### config.mk
export PLATFORM = sky130hd
export DESIGN_NAME = pte_wb_slave
export DESIGN_NICKNAME = d
export VERILOG_FILES = /design/src/rtl/pte_wb_slave_pkg.sv /design/src/rtl/pte_wb_slave_ram.sv /design/src/rtl/pte_wb_slave.sv
export SDC_FILE = /design/constraint.sdc
export NUM_CORES = 2
export LEC_CHECK = 0
export ABC_AREA = 1
export BUFFER_PORTS_ARGS = -buffer_cell sky130_fd_sc_hd__buf_2
export CAP_MARGIN = 25
export CORE_MARGIN = 2
export CORE_UTILIZATION = 51
export CTS_BUF_LIST = sky130_fd_sc_hd__clkbuf_4 sky130_fd_sc_hd__clkbuf_8
export CTS_CLUSTER_SIZE = 25
export DETAILED_ROUTE_END_ITERATION = 6
export GPL_ROUTABILITY_DRIVEN = 0
export HOLD_SLACK_MARGIN = 0.05
export PLACE_DENSITY_LB_ADDON = 0.05
export SLEW_MARGIN = 20
export SYNTH_ARGS = -nofsm -noshare
export SYNTH_HDL_FRONTEND = slang
export SYNTH_SLANG_ARGS = --single-unit
### constraint.sdc
create_clock -name clk -period 4.4 [get_ports clk]
set_input_delay 0 -clock clk [delete_from_list [all_inputs] [get_ports clk]]
set_output_delay 0 -clock clk [all_outputs]
set_load 0.05 [all_outputs]
### src/rtl/pte_wb_slave_pkg.sv
// Shared definitions for the page-table-entry Wishbone slave: PTE field widths,
// FSM state encoding and bus constants.
package pte_wb_slave_pkg;

  localparam int VPN_W     = 20;
  localparam int PPN_W     = 22;
  localparam int FLAGS_W   = 4;
  localparam int PAYLOAD_W = PPN_W + FLAGS_W;

  localparam logic [2:0] CTI_CLASSIC = 3'b111;

  typedef enum logic [1:0] {
    S_IDLE = 2'd0,
    S_WAIT = 2'd1,
    S_RESP = 2'd2
  } state_t;

endpackage

### src/rtl/pte_wb_slave_ram.sv
// Tag + payload storage for the PTE table: one synchronous write port and one
// combinational read port.
module pte_ram #(
  parameter int IDX_W  = 6,
  parameter int TAG_W  = 14,
  parameter int DATA_W = 26
) (
  input  logic              clk,
  input  logic              i_we,
  input  logic [IDX_W-1:0]  i_waddr,
  input  logic [TAG_W-1:0]  i_wtag,
  input  logic [DATA_W-1:0] i_wdata,
  input  logic [IDX_W-1:0]  i_raddr,
  output logic [TAG_W-1:0]  o_rtag,
  output logic [DATA_W-1:0] o_rdata
);

  logic [TAG_W+DATA_W-1:0] r_mem [2**IDX_W];

  // NOTE: storage has no reset; entry validity lives in flip-flops in the parent.
  always_ff @(posedge clk) begin
    if (i_we) begin
      r_mem[i_waddr] <= {i_wtag, i_wdata};
    end
  end

  assign {o_rtag, o_rdata} = r_mem[i_raddr];

endmodule

### src/rtl/pte_wb_slave.sv
// Wishbone classic slave exposing a direct-mapped PTE table: programmable
// response latency, err/rty/ack terminations and valid bits in flip-flops.
module pte_wb_slave
  import pte_wb_slave_pkg::*;
#(
  parameter int WAIT_CYCLES = 2,
  parameter int IDX_W       = 6
) (
  input  logic        clk,
  input  logic        rst,
  input  logic        wb_cyc_i,
  input  logic        wb_stb_i,
  input  logic        wb_we_i,
  input  logic [31:0] wb_adr_i,
  input  logic [31:0] wb_dat_i,
  input  logic [3:0]  wb_sel_i,
  input  logic [2:0]  wb_cti_i,
  input  logic [1:0]  wb_bte_i,
  input  logic        tbl_lock,
  output logic [31:0] wb_dat_o,
  output logic        wb_ack_o,
  output logic        wb_err_o,
  output logic        wb_rty_o
);

  localparam int         TAG_W     = VPN_W - IDX_W;
  localparam int         ENTRIES   = 2**IDX_W;
  localparam logic [3:0] WAIT_INIT = (WAIT_CYCLES == 0) ? 4'd0 : 4'(WAIT_CYCLES - 1);

  state_t               r_state;
  logic [3:0]           r_wait_cnt;
  logic [ENTRIES-1:0]   r_valid;
  logic                 r_ack, r_err, r_rty;
  logic [31:0]          r_dat_o;

  logic [31:0]          r_adr;
  logic                 r_we;
  logic                 r_dat_valid;
  logic [PAYLOAD_W-1:0] r_dat_payload;
  logic [3:0]           r_sel;
  logic [2:0]           r_cti;
  logic [1:0]           r_bte;

  logic                 w_accept;
  logic [VPN_W-1:0]     w_vpn;
  logic [IDX_W-1:0]     w_idx;
  logic [TAG_W-1:0]     w_tag;
  logic [TAG_W-1:0]     w_ram_tag;
  logic [PAYLOAD_W-1:0] w_ram_payload;
  logic                 w_hit, w_err, w_rty, w_ram_we;
  logic                 w_unused;

  assign w_accept = (r_state == S_IDLE) && wb_cyc_i && wb_stb_i;
  assign w_vpn    = r_adr[21:2];
  assign w_idx    = w_vpn[IDX_W-1:0];
  assign w_tag    = w_vpn[VPN_W-1:IDX_W];
  assign w_unused = ^wb_dat_i[30:PAYLOAD_W];

  assign w_hit = r_valid[w_idx] && (w_ram_tag == w_tag);
  assign w_err = (r_adr[31:22] != '0) || (r_adr[1:0] != 2'b00) ||
                 (r_cti != CTI_CLASSIC) || (r_bte != 2'b00) ||
                 (r_we && (r_sel != 4'hf)) || (!r_we && !w_hit);
  assign w_rty = !w_err && tbl_lock;

  // Only a successful, non-aborted write that sets valid touches the storage.
  assign w_ram_we = (r_state == S_RESP) && !rst && r_we && !w_err && !w_rty && r_dat_valid;

  pte_ram #(
    .IDX_W  (IDX_W),
    .TAG_W  (TAG_W),
    .DATA_W (PAYLOAD_W)
  ) u_ram (
    .clk     (clk),
    .i_we    (w_ram_we),
    .i_waddr (w_idx),
    .i_wtag  (w_tag),
    .i_wdata (r_dat_payload),
    .i_raddr (w_idx),
    .o_rtag  (w_ram_tag),
    .o_rdata (w_ram_payload)
  );

  // Request capture is pure datapath, so it needs no reset.
  always_ff @(posedge clk) begin
    if (w_accept) begin
      r_adr         <= wb_adr_i;
      r_we          <= wb_we_i;
      r_dat_valid   <= wb_dat_i[31];
      r_dat_payload <= wb_dat_i[PAYLOAD_W-1:0];
      r_sel         <= wb_sel_i;
      r_cti         <= wb_cti_i;
      r_bte         <= wb_bte_i;
    end
  end

  // NOTE: sequential state uses non-blocking assignments so every register samples pre-edge values.
  always_ff @(posedge clk) begin
    if (rst) begin
      r_state    <= S_IDLE;
      r_wait_cnt <= 4'd0;
      r_valid    <= '0;
      r_ack      <= 1'b0;
      r_err      <= 1'b0;
      r_rty      <= 1'b0;
      r_dat_o    <= 32'd0;
    end else begin
      r_ack <= 1'b0;
      r_err <= 1'b0;
      r_rty <= 1'b0;
      case (r_state)
        S_IDLE: begin
          if (w_accept) begin
            r_state    <= (WAIT_CYCLES == 0) ? S_RESP : S_WAIT;
            r_wait_cnt <= WAIT_INIT;
          end
        end
        S_WAIT: begin
          if (!wb_cyc_i) begin
            r_state    <= S_IDLE;
            r_wait_cnt <= 4'd0;
          end else if (r_wait_cnt == 4'd0) begin
            r_state <= S_RESP;
          end else begin
            r_wait_cnt <= r_wait_cnt - 4'd1;
          end
        end
        S_RESP: begin
          r_state <= S_IDLE;
          if (w_err) begin
            r_err   <= 1'b1;
            r_dat_o <= 32'd0;
          end else if (w_rty) begin
            r_rty   <= 1'b1;
            r_dat_o <= 32'd0;
          end else begin
            r_ack <= 1'b1;
            if (r_we) begin
              r_valid[w_idx] <= r_dat_valid;
            end else begin
              r_dat_o <= {{(32-PAYLOAD_W){1'b0}}, w_ram_payload};
            end
          end
        end
        default: r_state <= S_IDLE;
      endcase
    end
  end

  assign wb_ack_o = r_ack;
  assign wb_err_o = r_err;
  assign wb_rty_o = r_rty;
  assign wb_dat_o = r_dat_o;

endmodule

==> metrics.csv <==
metric;value;unit
outcome;completed;
finalHoldViolCount;0;
grt_usage;31.7;%
cts_made_buffers;451;
cp_max_fo;85;
slew-limit-headroom;23.7;%
avgRoutedWirePerCell;28.7;µm
nets;9042;
yosysTopAreaCell;edfxtp_1;
required;5.43;ns
use_met2;49.8;%
root_buffer;clkbuf_8;
ys_warn_count;0;
num_io_pins;114;
yosysMostFrequentCell;edfxtp_1;
grt_pass1_wl;499000;µm
dp_hpwl;181000;µm
fin_area;125000;µm²
synth_seq_area_share;74.7;%
num-fill-cells;16800;
overflow;0;
gr-usage-met1;45.2;%
whs_path_depth;3;
dieArea;216000;µm²
tightest_slew;1.14;ns
grt_pass1_vias;70900;
finalSetupTns;0;ns
antenna_found_initial;7;
initial_core_util;51.2;%
startpoint_type;flop;
crit_path_end_kind;flop;
min_period_over_period;97.3;%
postSynthAreaPerCell;12.8;µm²
hold_class;input pin to flop;
power_density;438;nW/µm²
via_count;74100;
die_height;465;µm
fmax;234;MHz
drv_cap;0;
fin_worst_skew;0.105;ns
grt_busiest_layer;met2;
grt_max_degree;164;
multi_input_area;25000;µm²
clockBufferDepth;4;
cts-htree-levels;5;
synth_cells;8471;
ff_latch_area;81100;µm²
post-route-drc-count;0;
cts_tree;yes;
core_area;212000;µm²
ys_seq_elements;2734;
io_buffers;102;
path_clk_slew;0.07;ns
die_x;465;µm
netlist-cell-type-count;42;
ir_drop;0.000332;V
drive_above_1_share;14.4;%
maxSlewViolCount;0;
synth_area_leaders;edfxtp_1 73%, nand2_1 6.0%, nand3_1 5.6%;
cts_sinks;2734;
ys_top_cells_by_count;2629 x edfxtp_1, 1743 x nand2_1, 1220 x nand3_1;
rsz0062_at_grt;no;
finalWorstPathRequiredPeriod;4.28;ns
synthArstFlopShare;0;%
path_class;flop to flop;
clk_latency;1.15;ns
drt_wl_total;348000;µm
p_leak;0.0423;µW
ant_nets;0;
rr_worst_depth;17;
synth_top_area_share;72.8;%
dpl-instance-area;115000;µm²
drt_iter0_drc;9327;
area_delta_synth_final;15.7;%
synth_enable_flop_cells;2629;
syn_area;108000;µm²
crit_arrival;5.31;ns
rows;169;
post_cts.repair.setup_buffers;0;
setup_viol;0;
synth_ff_type;edfxtp_1;
grt_util_met3;4.61;%
final_util;59.3;%
vias_per_cell;6.10;
first_pass_iters;5;
==> flip-flops by register name, summed over array words and instances (netlist names), named ones only <==
signal         cells
r_we               1
wb_rty_o           1
r_cti              3
wb_err_o           1
r_sel              4
r_valid           64
r_bte              2
r_wait_cnt         4
r_dat_valid        1
wb_ack_o           1
u_ram.r_mem     2560
r_adr             32
r_dat_payload     26
r_state            2
wb_dat_o          26
==> timing repair <==
action,in CTS,in global routing
setup endpoints to repair,0,0
gates resized for setup,0,0
hold buffers,191,0
hold endpoints to repair,619,0
==> cell type report <==
type	instances	area share (%)
inverter	35	0.129
clock buffer	662	6.33
clock inverter	141	0.650
multi-input combinational	5091	19.9
antenna	7	0.0140
tap	2821	2.81
sequential	2734	64.6
timing repair buffer	648	5.58
==> kinds of logic after synthesis <==
| logic type | share of synthesized area [%] |
|---|---|
| XOR/XNOR | 0.00808 |
| AO/OA/AOI/OAI | 7.84 |
| adder cells (fa/ha/maj) | 0.0231 |
| other | 0.00346 |
| AND/OR/NAND/NOR | 14.6 |
| flip-flops | 74.7 |
| buffers and inverters | 2.75 |
==> path summary, 6_finish.rpt <==
check	from	endpoint	slack (ns)
setup reg to reg	flop	wb_dat_o[0]$_SDFFE_PP0P_	0.12
hold / removal	wb_adr_i[21]	r_adr[21]$_DFFE_PP_	0.16
hold reg to reg	r_valid[9]$_SDFFE_PP0P_	r_valid[9]$_SDFFE_PP0P_	0.49
setup / recovery	flop	wb_dat_o[0]$_SDFFE_PP0P_	0.12
==> report_power, final <==
part	leakage, µW	switching [µW]	internal (µW)	total (µW)
clock	0.00469	10100	11900	22000
combinational	0.0131	3160	1270	4420
sequential	0.0245	70.5	28500	28600
total	0.0423	13300	41600	54900
==> layer usage <==
layer  up-vias  routed length, µm
met4         2              13200
met5         -                  9
li1      32300                  -
met2      3753             162000
met1     37400             144000
met3       676              28900
==> cell usage in the layout, fill, tap and decap left out, types with 4 or more instances in the layout <==
cell type	instances
edfxtp_1	2629
nand2_1	1742
nand3_1	1219
nor2_1	717
o21ai_0	613
clkbuf_8	475
buf_4	200
dlygate4sd3_1	191
o221ai_1	190
a21oi_1	188
clkbuf_4	187
buf_12	149
buf_2	103
dfxtp_1	99
o311ai_0	85
clkinv_1	84
nor2_4	65
a211oi_1	65
o221a_2	57
clkinv_2	40
o221a_1	34
inv_1	25
a32o_1	20
a221oi_1	17
nor3_2	10
o22ai_1	9
o311ai_1	8
diode_2	7
nor3_1	7
nand3b_1	7
nand3_2	7
bufinv_16	7
dfxtp_4	6
conb_1	6
inv_6	5
inv_2	4
clkinvlp_4	4
buf_8	4
==> through the flow <==
step	hold slack (ns)	total power [µW]	cells	worst slack (ns)
finish	0.159	54900	12100	0.119
global route	0.111	56600	12100	0.0588
CTS	0.0528	55100	12100	0.281
global placement	0.176	33300	11100	0.290
floorplan	0.0989	31700	8476	0.558
detailed placement	0.178	33300	11100	0.334
==> critical path, stage by stage (launching register included) <==
cell and delay (ns):
dfxtp_4 0.47, buf_12 0.43, buf_4 0.52, nand3_1 0.15, nand3_1 0.09, nand3_1 0.12, nand3_1 0.15, nand3_1 0.32
nand3b_1 0.21, nand2_1 0.07, nor2_1 0.10, nand2_1 0.10, nor2_1 0.25, nand2_1 0.25, nand2_2 0.29, buf_12 0.23
nand3_1 0.10, a21oi_1 0.17
Note: power is estimated with default switching activity, not from simulation.
